==> src/rtl/snax_csr_manager.sv <==
// snax_csr_manager: CSR front end that stages accelerator config, launches runs and counts run cycles.
// Reads are answered through a single-entry registered response buffer.
module snax_csr_manager #(
    parameter int NumRwCsr = 8,
    parameter int NumRoCsr = 2
) (
    input  logic                     clk_i,
    input  logic                     rst_ni,
    input  logic [31:0]              csr_req_data_i,
    input  logic [31:0]              csr_req_addr_i,
    input  logic                     csr_req_write_i,
    input  logic                     csr_req_valid_i,
    output logic                     csr_req_ready_o,
    output logic [31:0]              csr_rsp_data_o,
    output logic                     csr_rsp_valid_o,
    input  logic                     csr_rsp_ready_i,
    output logic [32*NumRwCsr-1:0]   acc_cfg_o,
    output logic                     acc_cfg_valid_o,
    input  logic                     acc_cfg_ready_i,
    input  logic                     acc_done_i,
    input  logic [32*NumRoCsr-1:0]   acc_status_i,
    output logic                     busy_o
);
    localparam int N = NumRwCsr + NumRoCsr;

    typedef enum logic [1:0] {IDLE, LAUNCH, BUSY} state_t;

    state_t                   r_state, w_next;
    logic [32*NumRwCsr-1:0]   r_stage, r_cfg;
    logic [31:0]              r_perf, r_rsp_data, w_rdata;
    logic                     r_rsp_valid, w_ctrl, w_start, w_stall, w_fire, w_launch;

    assign w_ctrl          = csr_req_addr_i == 32'(N);
    assign w_start         = csr_req_write_i & w_ctrl & csr_req_data_i[0];
    // a start request arriving mid-run is held on the bus until the block is idle again
    assign w_stall         = w_start & (r_state != IDLE);
    assign csr_req_ready_o = (~r_rsp_valid | csr_rsp_ready_i) & ~w_stall;
    assign w_fire          = csr_req_valid_i & csr_req_ready_o;
    assign w_launch        = w_fire & w_start;

    always_comb begin
        w_rdata = '0;
        for (int i = 0; i < NumRwCsr; i++)
            if (csr_req_addr_i == 32'(i)) w_rdata = r_stage[32*i +: 32];
        for (int i = 0; i < NumRoCsr; i++)
            if (csr_req_addr_i == 32'(NumRwCsr + i)) w_rdata = acc_status_i[32*i +: 32];
        if (w_ctrl) w_rdata = {30'b0, r_state == BUSY, r_state == LAUNCH};
        if (csr_req_addr_i == 32'(N + 1)) w_rdata = r_perf;
    end

    always_comb begin
        w_next = r_state;
        w_next = (r_state == IDLE && w_launch)          ? LAUNCH :
                 (r_state == LAUNCH && acc_cfg_ready_i) ? BUSY   :
                 (r_state == BUSY && acc_done_i)        ? IDLE   : r_state;
    end

    always_ff @(posedge clk_i or negedge rst_ni) begin
        if (!rst_ni) r_state <= IDLE;
        else         r_state <= w_next;
    end

    always_ff @(posedge clk_i or negedge rst_ni) begin
        if (!rst_ni) begin
            r_stage <= '0;
            r_cfg   <= '0;
            r_perf  <= '0;
        end else begin
            for (int i = 0; i < NumRwCsr; i++)
                if (w_fire && csr_req_write_i && csr_req_addr_i == 32'(i))
                    r_stage[32*i +: 32] <= csr_req_data_i;
            if (w_launch) begin
                r_cfg  <= r_stage;
                r_perf <= '0;
            end else if (r_state != IDLE && r_perf != '1) begin
                r_perf <= r_perf + 32'd1;
            end
        end
    end

    always_ff @(posedge clk_i or negedge rst_ni) begin
        if (!rst_ni) begin
            r_rsp_valid <= 1'b0;
            r_rsp_data  <= '0;
        end else if (w_fire && !csr_req_write_i) begin
            r_rsp_valid <= 1'b1;
            r_rsp_data  <= w_rdata;
        end else if (csr_rsp_ready_i) begin
            r_rsp_valid <= 1'b0;
        end
    end

    assign csr_rsp_valid_o = r_rsp_valid;
    assign csr_rsp_data_o  = r_rsp_data;
    assign acc_cfg_o       = r_cfg;
    assign acc_cfg_valid_o = r_state == LAUNCH;
    assign busy_o          = r_state != IDLE;
endmodule

==> config.mk <==
export PLATFORM = sky130hd
export DESIGN_NAME = snax_csr_manager
export DESIGN_NICKNAME = d
export VERILOG_FILES = /design/src/rtl/snax_csr_manager.sv
export SDC_FILE = /design/constraint.sdc
export NUM_CORES = 1
export LEC_CHECK = 0
export CAP_MARGIN = 20
export CORE_MARGIN = 2
export CORE_UTILIZATION = 45
export CTS_BUF_LIST = sky130_fd_sc_hd__clkbuf_8 sky130_fd_sc_hd__clkbuf_16
export CTS_CLUSTER_DIAMETER = 50
export DETAILED_ROUTE_END_ITERATION = 10
export DONT_BUFFER_PORTS = 1
export GPL_ROUTABILITY_DRIVEN = 0
export PLACE_DENSITY = 0.7
export SETUP_SLACK_MARGIN = 0.1
export SLEW_MARGIN = 25
export SYNTH_ARGS = -nofsm -noshare
export SYNTH_HDL_FRONTEND = slang
export SYNTH_SLANG_ARGS = --single-unit
==> constraint.sdc <==
create_clock -name clk_i -period 2.6 [get_ports clk_i]
set_input_delay 0 -clock clk_i [delete_from_list [all_inputs] [get_ports clk_i]]
set_output_delay 0 -clock clk_i [all_outputs]
set_load 0.05 [all_outputs]
==> report_table.html, run 1 <==
<table>
<tr><th>Metric</th><th>Value</th></tr>
<tr><th colspan="2">Floorplanning</th></tr>
<tr><td>Starting Density</td><td>45.7%</td></tr>
<tr><td>Full die area</td><td>0.0594 mm2</td></tr>
<tr><td>Floorplan row count</td><td>87</td></tr>
<tr><td>Die height</td><td>244 um</td></tr>
<tr><td>Number of top-level pins</td><td>427</td></tr>
<tr><td>Die width</td><td>244 um</td></tr>
<tr><td>Std-Cell Core Area</td><td>0.0566 mm2</td></tr>
<tr><th colspan="2">Synth</th></tr>
<tr><td>Synth async-reset ratio</td><td>100%</td></tr>
<tr><td>Yosys warning count</td><td>0</td></tr>
<tr><td>Number of distinct library cells after synthesis</td><td>66</td></tr>
<tr><td>Share of the yosys chip area belonging to registers</td><td>56.0%</td></tr>
<tr><td>Average size of a mapped cell</td><td>13.8 um2</td></tr>
<tr><td>Net count after synthesis</td><td>2,007</td></tr>
<tr><td>Register bit total from synthesis</td><td>579</td></tr>
<tr><td>Number of instances in the synthesized netlist</td><td>1,871</td></tr>
<tr><td>Post-synth EDFFs</td><td>0</td></tr>
<tr><td>Mapped cell area</td><td>0.0259 mm2</td></tr>
<tr><td>Most frequently used flop master after synthesis</td><td>sky130_fd_sc_hd__dfrtp_1</td></tr>
<tr><th colspan="2">Layout</th></tr>
<tr><td>Leading cell type in the layout, fill and taps excluded</td><td>sky130_fd_sc_hd__dfrtp_1</td></tr>
<tr><td>Most frequent cells in the layout</td><td>sky130_fd_sc_hd__dfrtp_1, sky130_fd_sc_hd__mux2_2, sky130_fd_sc_hd__mux2_4</td></tr>
<tr><td>Area added between synthesis and finish</td><td>19.0%</td></tr>
<tr><td># fillers</td><td>4,520</td></tr>
<tr><td>Number of nets in the finished design</td><td>2,159</td></tr>
<tr><td>Fraction of layout instances using a drive strength above 1</td><td>36.6%</td></tr>
<tr><th colspan="2">GRT</th></tr>
<tr><td>First-pass GRT wire length</td><td>124,000 um</td></tr>
<tr><td>Total track usage</td><td>27.8%</td></tr>
<tr><td>Antenna violations before repair</td><td>6</td></tr>
<tr><td>Total grt overflow</td><td>0</td></tr>
<tr><td>Largest net degree at the start of global routing</td><td>580</td></tr>
<tr><td>Number of global-route vias before repair</td><td>18,200</td></tr>
<tr><td>GRT busiest layer</td><td>met2</td></tr>
<tr><td>Met1 Usage GRT</td><td>34.4%</td></tr>
<tr><td>Met2 usage in global routing</td><td>45.1%</td></tr>
<tr><td>Met3 GRT Util</td><td>8.86%</td></tr>
<tr><th colspan="2">Power</th></tr>
<tr><td>VDD IR-drop max</td><td>0.000524 V</td></tr>
<tr><td>Power per cell area</td><td>666 mW/mm2</td></tr>
<tr><td>LEAKAGE</td><td>15.1 nW</td></tr>
<tr><th colspan="2">Worst setup path</th></tr>
<tr><td>Worst Setup Path Type</td><td>reg2reg</td></tr>
<tr><td>Reg-to-reg setup timing slack</td><td>170 ps</td></tr>
<tr><td>Data required time of the critical path</td><td>3090 ps</td></tr>
<tr><td>CP Launch Type</td><td>flip-flop</td></tr>
<tr><td>Critical path capture point type</td><td>flip-flop</td></tr>
<tr><td>FF-to-FF path depth</td><td>6</td></tr>
<tr><td>Signal arrival time at the worst endpoint</td><td>2910 ps</td></tr>
<tr><td>Critical R2R Capture</td><td>csr_rsp_data_o[30]</td></tr>
<tr><td>Startpoint of the worst-slack reg-to-reg timing path</td><td>r_stage[30]</td></tr>
<tr><td>Worst-path maximum fanout</td><td>3</td></tr>
<tr><th colspan="2">Status</th></tr>
<tr><td>Outcome</td><td>finished with violations</td></tr>
<tr><td>Violated checks</td><td>hold timing, slew limit</td></tr>
<tr><th colspan="2">Clock network</th></tr>
<tr><td>Number of clock buffers inserted by TritonCTS</td><td>76</td></tr>
<tr><td>TritonCTS Sinks</td><td>579</td></tr>
<tr><td>Max Root-Sink Buffers</td><td>3</td></tr>
<tr><td>Hold buffer count at cts</td><td>106</td></tr>
<tr><td>Clock-pin transition on the worst setup and hold timing paths</td><td>60 ps</td></tr>
<tr><td>Post-CTS setup buffer count</td><td>0</td></tr>
<tr><td>H-Tree Depth</td><td>3</td></tr>
<tr><td>Root Buffer</td><td>sky130_fd_sc_hd__clkbuf_16</td></tr>
<tr><td>CTS tree</td><td>yes</td></tr>
<tr><td>Skew-Pair Late Insertion Delay</td><td>620 ps</td></tr>
<tr><th colspan="2">STA</th></tr>
<tr><td>Setup clock skew after layout</td><td>30.7 ps</td></tr>
<tr><td>Setup Total Neg Slack</td><td>0 ps</td></tr>
<tr><td>Worst slew slack as a fraction of its limit</td><td>-21.6%</td></tr>
<tr><td>Worst Hold Margin</td><td>-915 ps</td></tr>
<tr><td>Setup repair after global routing missed its margin</td><td>false</td></tr>
<tr><td>Slew at the pin with the worst max-slew slack</td><td>1820 ps</td></tr>
<tr><td>Time the final worst path needs with I/O delays and setup</td><td>2430 ps</td></tr>
<tr><td>Final-report max-slew violation count</td><td>345</td></tr>
<tr><td>Hold Fails Final Rpt</td><td>579</td></tr>
<tr><td>Fin crit share</td><td>93.3%</td></tr>
<tr><td>Final number of setup-violating endpoints</td><td>0</td></tr>
<tr><td>Min setup slack post-route</td><td>174 ps</td></tr>
<tr><td>Highest attainable clock frequency</td><td>412 MHz</td></tr>
<tr><th colspan="2">Placement</th></tr>
<tr><td>Worst slack after detailed placement</td><td>132 ps</td></tr>
<tr><td>Detail Placement HPWL</td><td>55,900 um</td></tr>
<tr><td>Port Buf Inserts</td><td>0</td></tr>
<tr><th colspan="2">Route</th></tr>
<tr><td>Initial DRT Pass Iterations</td><td>6</td></tr>
<tr><td>Average detailed-routed wire length per instance</td><td>29.3 um</td></tr>
<tr><td>Antenna-violating nets left</td><td>0</td></tr>
<tr><td>Final wirelength</td><td>83,200 um</td></tr>
<tr><td>Vias after detailed routing</td><td>17,300</td></tr>
<tr><td>DRC errors left</td><td>0</td></tr>
<tr><td>Routed via count divided by cell count</td><td>6.07</td></tr>
<tr><td>First DRT Iteration DRCs</td><td>1,392</td></tr>
<tr><th colspan="2">Flow run</th></tr>
<tr><td>Max_cap viols</td><td>0</td></tr>
<tr><th colspan="2">Min path</th></tr>
<tr><td>Class of the worst hold path</td><td>in2async</td></tr>
</table>
-- through the flow --
stage                     cell area, um2  std cells  total power [mW]  hold WS [ps]  utilization (%)
after global placement             27100       2595              9.86          -269             47.9
final                              30800       2843              20.5          -915             54.4
after CTS                          30800       2838              20.7          -930             54.4
after detailed placement           27100       2595              9.88          -271             47.9
after global routing               30800       2842              21.1          -938             54.4
after floorplan                    25900       1871              9.76          -296                -
-- cells by family (layout without fill, tap and decap cells) --
| kind of cell | after synthesis | in the layout | synth area share [%] |
|---|---|---|---|
| adder cells (fa/ha/maj) | 1 | 1 | 0.0483 |
| multiplexers | 556 | 556 | 27.1 |
| AND/OR/NAND/NOR | 301 | 301 | 5.88 |
| flip-flops | 579 | 579 | 56.0 |
| AO/OA/AOI/OAI | 276 | 276 | 7.32 |
| other | 0 | 5 | 0 |
| buffers and inverters | 129 | 340 | 2.64 |
| XOR/XNOR | 29 | 29 | 0.981 |
-- worst max-delay path by stage --
stage / startpoint / to / slack (ps)
3_5_place_dp: csr_req_addr_i[5] / csr_rsp_data_o[30] / 130
6_report: r_stage[30] / csr_rsp_data_o[30] / 170
5_1_grt: r_stage[30] / csr_rsp_data_o[30] / 120
3_3_place_gp: csr_req_addr_i[1] / csr_rsp_data_o[30] / 100
2_1_floorplan: csr_rsp_valid_o / acc_cfg_o[171] / 310
4_1_cts: r_stage[65] / csr_rsp_data_o[1] / 120
-- Yosys cell counts (5+ instances only) --
master / number / area (um2)
sky130_fd_sc_hd__nor2_1: 75 / 282
sky130_fd_sc_hd__o2bb2ai_1: 5 / 43.8
sky130_fd_sc_hd__mux2_1: 17 / 191
sky130_fd_sc_hd__a221o_1: 14 / 140
sky130_fd_sc_hd__and3_1: 10 / 62.6
sky130_fd_sc_hd__nor3_1: 18 / 90.1
sky130_fd_sc_hd__buf_1: 14 / 52.6
sky130_fd_sc_hd__nand4_1: 17 / 106
sky130_fd_sc_hd__inv_1: 6 / 22.5
sky130_fd_sc_hd__dfrtp_1: 579 / 14500
sky130_fd_sc_hd__buf_2: 25 / 125
sky130_fd_sc_hd__a222oi_1: 13 / 130
sky130_fd_sc_hd__mux4_2: 9 / 203
sky130_fd_sc_hd__a31oi_1: 17 / 106
sky130_fd_sc_hd__buf_6: 21 / 236
sky130_fd_sc_hd__a221oi_1: 8 / 70.1
sky130_fd_sc_hd__mux2i_1: 22 / 220
sky130_fd_sc_hd__and2_1: 7 / 43.8
sky130_fd_sc_hd__xnor2_1: 24 / 210
sky130_fd_sc_hd__o21a_1: 14 / 105
sky130_fd_sc_hd__nand2_1: 71 / 267
sky130_fd_sc_hd__nand3_1: 32 / 160
sky130_fd_sc_hd__clkbuf_1: 62 / 233
sky130_fd_sc_hd__xor2_1: 5 / 43.8
sky130_fd_sc_hd__nor2b_1: 6 / 37.5
sky130_fd_sc_hd__mux2_4: 183 / 2750
sky130_fd_sc_hd__o22ai_1: 23 / 144
sky130_fd_sc_hd__o21ai_0: 48 / 240
sky130_fd_sc_hd__mux2_2: 325 / 3660
sky130_fd_sc_hd__and4_1: 8 / 70.1
sky130_fd_sc_hd__nor4_1: 20 / 125
sky130_fd_sc_hd__a21oi_1: 46 / 230
sky130_fd_sc_hd__nand2b_1: 8 / 50.1
sky130_fd_sc_hd__a22oi_1: 36 / 270
sky130_fd_sc_hd__a211oi_1: 13 / 97.6
sky130_fd_sc_hd__or3_1: 5 / 31.3
sky130_fd_sc_hd__a22o_1: 10 / 87.6
-- state kept, by name, summed over array words and instances, names as in the netlist --
register,flops
acc_cfg_o,256
r_state,2
csr_rsp_valid_o,1
r_stage,256
csr_rsp_data_o,32
r_perf,32
-- worst max-delay path, stage by stage (launching register included) --
cell	delay (ps)
sky130_fd_sc_hd__dfrtp_1	400
sky130_fd_sc_hd__mux2i_1	220
sky130_fd_sc_hd__o21ai_0	140
sky130_fd_sc_hd__a222oi_1	870
sky130_fd_sc_hd__a2111oi_0	310
sky130_fd_sc_hd__buf_4	220
sky130_fd_sc_hd__o21a_1	150
-- metal layers --
| metal | routed length [um] | part of all wire [%] |
|---|---|---|
| met1 | 32000 | 39 |
| met3 | 7890 | 9.5 |
| met4 | 3450 | 4.1 |
| met2 | 39800 | 48 |
| met5 | 14 | 0.017 |
-- timing repair --
action | 4_1_cts | 5_1_grt
endpoints found under the hold margin | 900 | 579
setup endpoints to repair | 0 | 2
resized for setup | 0 | 2
-- cell type report --
type                            instances  area, um2  share of cell area [%]
Sequential cell                       579      14500                    47.0
Multi-Input combinational cell       1163      10800                    35.0
Clock buffer                           94       2180                    7.09
Timing Repair Buffer                  197       1960                    6.37
Tap cell                              756        946                    3.07
Clock inverter                         43        397                    1.29
Inverter                                6       22.5                  0.0731
Antenna cell                            5       12.5                  0.0406
-- power by group --
group	leakage (nW)	internal, mW	switching [mW]
combinational	5.93	0.272	0.378
clock	1.32	6.34	4.22
sequential	7.87	9.07	0.235
Note: power is estimated with default switching activity, not from simulation.
==> run 2, diff against run 1 <==
==> constraint.sdc (replaced) <==
create_clock -name clk_i -period 2.6 [get_ports clk_i]
set_input_delay 0 -clock clk_i [delete_from_list [all_inputs] [get_ports clk_i]]
set_output_delay 0 -clock clk_i [all_outputs]
set_load 0.02 [all_outputs]
==> report_table.html, run 2 (same netlist as run 1, synthesis figures left out) <==
<table>
<tr><th>Metric</th><th>Value</th></tr>
<tr><th colspan="2">Status</th></tr>
<tr><td>Outcome</td><td>finished with violations (unchanged)</td></tr>
<tr><td>Violated checks</td><td>hold timing (was hold timing, slew limit)</td></tr>
<tr><th colspan="2">Route</th></tr>
<tr><td>Average detailed-routed wire length per instance</td><td>29.6 um (was 29.3 um)</td></tr>
<tr><td>Routed via count divided by cell count</td><td>6.13 (was 6.07)</td></tr>
<tr><td>Final wirelength</td><td>83,700 um (was 83,200 um)</td></tr>
<tr><td>Antenna-violating nets left</td><td>0 (unchanged)</td></tr>
<tr><td>First DRT Iteration DRCs</td><td>1,423 (was 1,392)</td></tr>
<tr><td>Vias after detailed routing</td><td>17,300 (about the same)</td></tr>
<tr><td>Initial DRT Pass Iterations</td><td>5 (was 6)</td></tr>
<tr><td>DRC errors left</td><td>0 (unchanged)</td></tr>
<tr><th colspan="2">Layout</th></tr>
<tr><td>Number of nets in the finished design</td><td>2,153 (was 2,159)</td></tr>
<tr><td>Final core utilization</td><td>54.1% (was 54.4%)</td></tr>
<tr><td>Fraction of layout instances using a drive strength above 1</td><td>36.4% (was 36.6%)</td></tr>
<tr><td># fillers</td><td>4,588 (was 4,520)</td></tr>
<tr><td>Seq. cell area</td><td>0.0145 mm2 (unchanged)</td></tr>
<tr><td>Most frequent cells in the layout</td><td>sky130_fd_sc_hd__dfrtp_1, sky130_fd_sc_hd__mux2_2, sky130_fd_sc_hd__mux2_4 (unchanged)</td></tr>
<tr><td>Final instance area</td><td>0.0306 mm2 (was 0.0308 mm2)</td></tr>
<tr><td>Layout Cells excl Fill</td><td>2,829 (was 2,843)</td></tr>
<tr><td>Area added between synthesis and finish</td><td>18.4% (was 19.0%)</td></tr>
<tr><td>Area of the multi-input gates</td><td>0.0108 mm2 (about the same)</td></tr>
<tr><td>Leading cell type in the layout, fill and taps excluded</td><td>sky130_fd_sc_hd__dfrtp_1 (unchanged)</td></tr>
<tr><th colspan="2">Placement</th></tr>
<tr><td>Post-detailed-placement cell area</td><td>0.0271 mm2 (about the same)</td></tr>
<tr><td>Port Buf Inserts</td><td>0 (unchanged)</td></tr>
<tr><td>Detail Placement HPWL</td><td>55,700 um (was 55,900 um)</td></tr>
<tr><td>Total instance count after detailed placement</td><td>2,593 (was 2,595)</td></tr>
<tr><td>Worst slack after detailed placement</td><td>148 ps (was 132 ps)</td></tr>
<tr><th colspan="2">Clock network</th></tr>
<tr><td>H-Tree Depth</td><td>3 (unchanged)</td></tr>
<tr><td>Clock-pin transition on the worst setup and hold timing paths</td><td>60 ps (about the same)</td></tr>
<tr><td>CTS tree</td><td>yes (unchanged)</td></tr>
<tr><td>TritonCTS Sinks</td><td>579 (unchanged)</td></tr>
<tr><td>Max Root-Sink Buffers</td><td>3 (unchanged)</td></tr>
<tr><td>Root Buffer</td><td>sky130_fd_sc_hd__clkbuf_16 (unchanged)</td></tr>
<tr><td>Hold buffer count at cts</td><td>104 (was 106)</td></tr>
<tr><td>Skew-Pair Late Insertion Delay</td><td>610 ps (was 620 ps)</td></tr>
<tr><td>Number of clock buffers inserted by TritonCTS</td><td>74 (was 76)</td></tr>
<tr><th colspan="2">STA</th></tr>
<tr><td>Slew at the pin with the worst max-slew slack</td><td>1320 ps (was 1820 ps)</td></tr>
<tr><td>Setup repair after global routing missed its margin</td><td>false (unchanged)</td></tr>
<tr><td>Final number of setup-violating endpoints</td><td>0 (unchanged)</td></tr>
<tr><td>Time the final worst path needs with I/O delays and setup</td><td>2420 ps (was 2430 ps)</td></tr>
<tr><td>Worst Hold Margin</td><td>-904 ps (was -915 ps)</td></tr>
<tr><td>Min setup slack post-route</td><td>183 ps (was 174 ps)</td></tr>
<tr><td>Worst slew slack as a fraction of its limit</td><td>11.8% (was -21.6%)</td></tr>
<tr><td>Highest attainable clock frequency</td><td>414 MHz (was 412 MHz)</td></tr>
<tr><td>Hold Fails Final Rpt</td><td>579 (unchanged)</td></tr>
<tr><td>Fin crit share</td><td>93.0% (was 93.3%)</td></tr>
<tr><td>Setup Total Neg Slack</td><td>0 ps (unchanged)</td></tr>
<tr><td>Setup clock skew after layout</td><td>22.1 ps (was 30.7 ps)</td></tr>
<tr><td>Final-report max-slew violation count</td><td>0 (was 345)</td></tr>
<tr><th colspan="2">Worst setup path</th></tr>
<tr><td>Delay-heaviest family, CP</td><td>buffers and inverters (was compound AO/OA/AOI/OAI gates)</td></tr>
<tr><td>Startpoint of the worst-slack reg-to-reg timing path</td><td>csr_rsp_valid_o (was r_stage[30])</td></tr>
<tr><td>Signal arrival time at the worst endpoint</td><td>2970 ps (was 2910 ps)</td></tr>
<tr><td>Critical path capture point type</td><td>flip-flop (unchanged)</td></tr>
<tr><td>Data required time of the critical path</td><td>3150 ps (was 3090 ps)</td></tr>
<tr><td>Worst Setup Path Type</td><td>in2reg (was reg2reg)</td></tr>
<tr><td>CP Launch Type</td><td>input pin (was flip-flop)</td></tr>
<tr><td>Slowest-stage cell, CP</td><td>sky130_fd_sc_hd__dlygate4sd3_1 (was sky130_fd_sc_hd__a222oi_1)</td></tr>
<tr><td>Critical R2R Capture</td><td>csr_rsp_data_o[23] (was csr_rsp_data_o[30])</td></tr>
<tr><td>Reg-to-reg setup timing slack</td><td>240 ps (was 170 ps)</td></tr>
<tr><td>FF-to-FF path depth</td><td>7 (was 6)</td></tr>
<tr><td>Cells along the critical path</td><td>dlygate4sd3_1 -&gt; nand2_1 -&gt; nor2_1 -&gt; and4_1 -&gt; a22oi_1 -&gt; a31oi_1 -&gt; dlygate4sd3_1 -&gt; a21o_1 (was mux2i_1 -&gt; o21ai_0 -&gt; a222oi_1 -&gt; a2111oi_0 -&gt; buf_4 -&gt; o21a_1)</td></tr>
<tr><td>Worst-path maximum fanout</td><td>51 (was 3)</td></tr>
<tr><td>CP dominant cell by count</td><td>sky130_fd_sc_hd__dlygate4sd3_1</td></tr>
<tr><td>Buffers plus inverters on the worst setup path</td><td>2 (was 1)</td></tr>
<tr><td>Largest incremental delay on the critical path</td><td>940 ps (was 870 ps)</td></tr>
<tr><th colspan="2">Power</th></tr>
<tr><td>Power per cell area</td><td>658 mW/mm2 (was 666 mW/mm2)</td></tr>
<tr><td>Cell-internal power</td><td>15.5 mW (was 15.7 mW)</td></tr>
<tr><td>LEAKAGE</td><td>15.0 nW (was 15.1 nW)</td></tr>
<tr><td>Switching Fraction</td><td>23.2% (was 23.6%)</td></tr>
<tr><td>Clock Power Share</td><td>51.3% (was 51.5%)</td></tr>
<tr><td>Share of power burned in registers</td><td>45.6% (was 45.3%)</td></tr>
<tr><td>VDD IR-drop max</td><td>0.000615 V (was 0.000524 V)</td></tr>
<tr><td>Power, Total</td><td>20.2 mW (was 20.5 mW)</td></tr>
<tr><td>Part of the power in combinational logic</td><td>3.2% (about the same)</td></tr>
<tr><td>Switching power</td><td>4.67 mW (was 4.83 mW)</td></tr>
<tr><th colspan="2">Floorplanning</th></tr>
<tr><td>Starting Density</td><td>45.7% (unchanged)</td></tr>
<tr><td>Full die area</td><td>0.0594 mm2 (unchanged)</td></tr>
<tr><td>Die width</td><td>244 um (unchanged)</td></tr>
<tr><td>Floorplan row count</td><td>87 (unchanged)</td></tr>
<tr><td>Number of top-level pins</td><td>427 (unchanged)</td></tr>
<tr><td>Die height</td><td>244 um (unchanged)</td></tr>
<tr><td>Std-Cell Core Area</td><td>0.0566 mm2 (unchanged)</td></tr>
<tr><th colspan="2">GRT</th></tr>
<tr><td>Largest net degree at the start of global routing</td><td>580 (unchanged)</td></tr>
<tr><td>Total track usage</td><td>28.1% (was 27.8%)</td></tr>
<tr><td>First-pass GRT wire length</td><td>124,000 um (about the same)</td></tr>
<tr><td>Total grt overflow</td><td>0 (unchanged)</td></tr>
<tr><td>Number of global-route vias before repair</td><td>18,200 (about the same)</td></tr>
<tr><td>Antenna violations before repair</td><td>3 (was 6)</td></tr>
<tr><th colspan="2">Flow run</th></tr>
<tr><td>Max_cap viols</td><td>0 (unchanged)</td></tr>
<tr><th colspan="2">Min path</th></tr>
<tr><td>Class of the worst hold path</td><td>in2async (unchanged)</td></tr>
</table>
## run 2: cell types whose count changed in the layout (fill, tap and decap cells not counted), sizes merged
cell	previous run	this run
bufinv	3	5
clkinv	13	14
dlygate4sd3	106	104
clkbuf	94	84
clkinvlp	1	3
buf	91	89
diode	5	3
inv	32	29
## run 2: worst max path at each step
stage	startpoint	to	slack, ps	depth (start not counted)
floorplan	csr_req_addr_i[5]	acc_cfg_o[171]	360	8
global placement	csr_req_addr_i[5]	csr_rsp_data_o[30]	80	8
detailed placement	csr_req_addr_i[1]	csr_rsp_data_o[30]	150	7
CTS	r_state[1]	acc_cfg_o[89]	180	6
global route	csr_rsp_valid_o	csr_rsp_data_o[23]	120	7
finish	csr_req_addr_i[0]	csr_rsp_data_o[3]	180	8
## run 2: final cells by class
class | instances | area share [%]
diodes | 3 | 0.0245
repair buffers | 193 | 6.23
flip-flops and latches | 579 | 47.3
well taps | 756 | 3.09
multi-input cells | 1163 | 35.2
inverters | 6 | 0.0735
clock inverters | 45 | 1.56
clock buffers | 84 | 6.57
## run 2: routing by layer
metal	part of all wire (%)	vias to the layer above	GRT usage (%)	wire, um
met5	0	-	0	0
met4	4.1	0	12.1	3400
met3	9.1	189	8.20	7630
met2	48	898	45.2	40000
met1	39	9012	35.2	32700
li1	-	7239	-	-
## run 2: repair_timing
| item | 4_1_cts | 5_1_grt |
|---|---|---|
| endpoints found under the setup margin | 0 | 27 |
| gates resized for setup | 0 | 1 |
| setup buffers | 0 | 0 |
| endpoints found under the hold margin | 900 | 579 |
## run 2: power by group through the flow
stage                     registers [mW]  clock network (mW)  logic (mW)
after global placement              9.34                   0       0.388
after CTS                           9.18                10.5       0.615
after floorplan                     9.33                   0       0.297
after detailed placement            9.35                   0       0.397
after global routing                9.18                10.9       0.670
final                               9.19                10.3       0.636
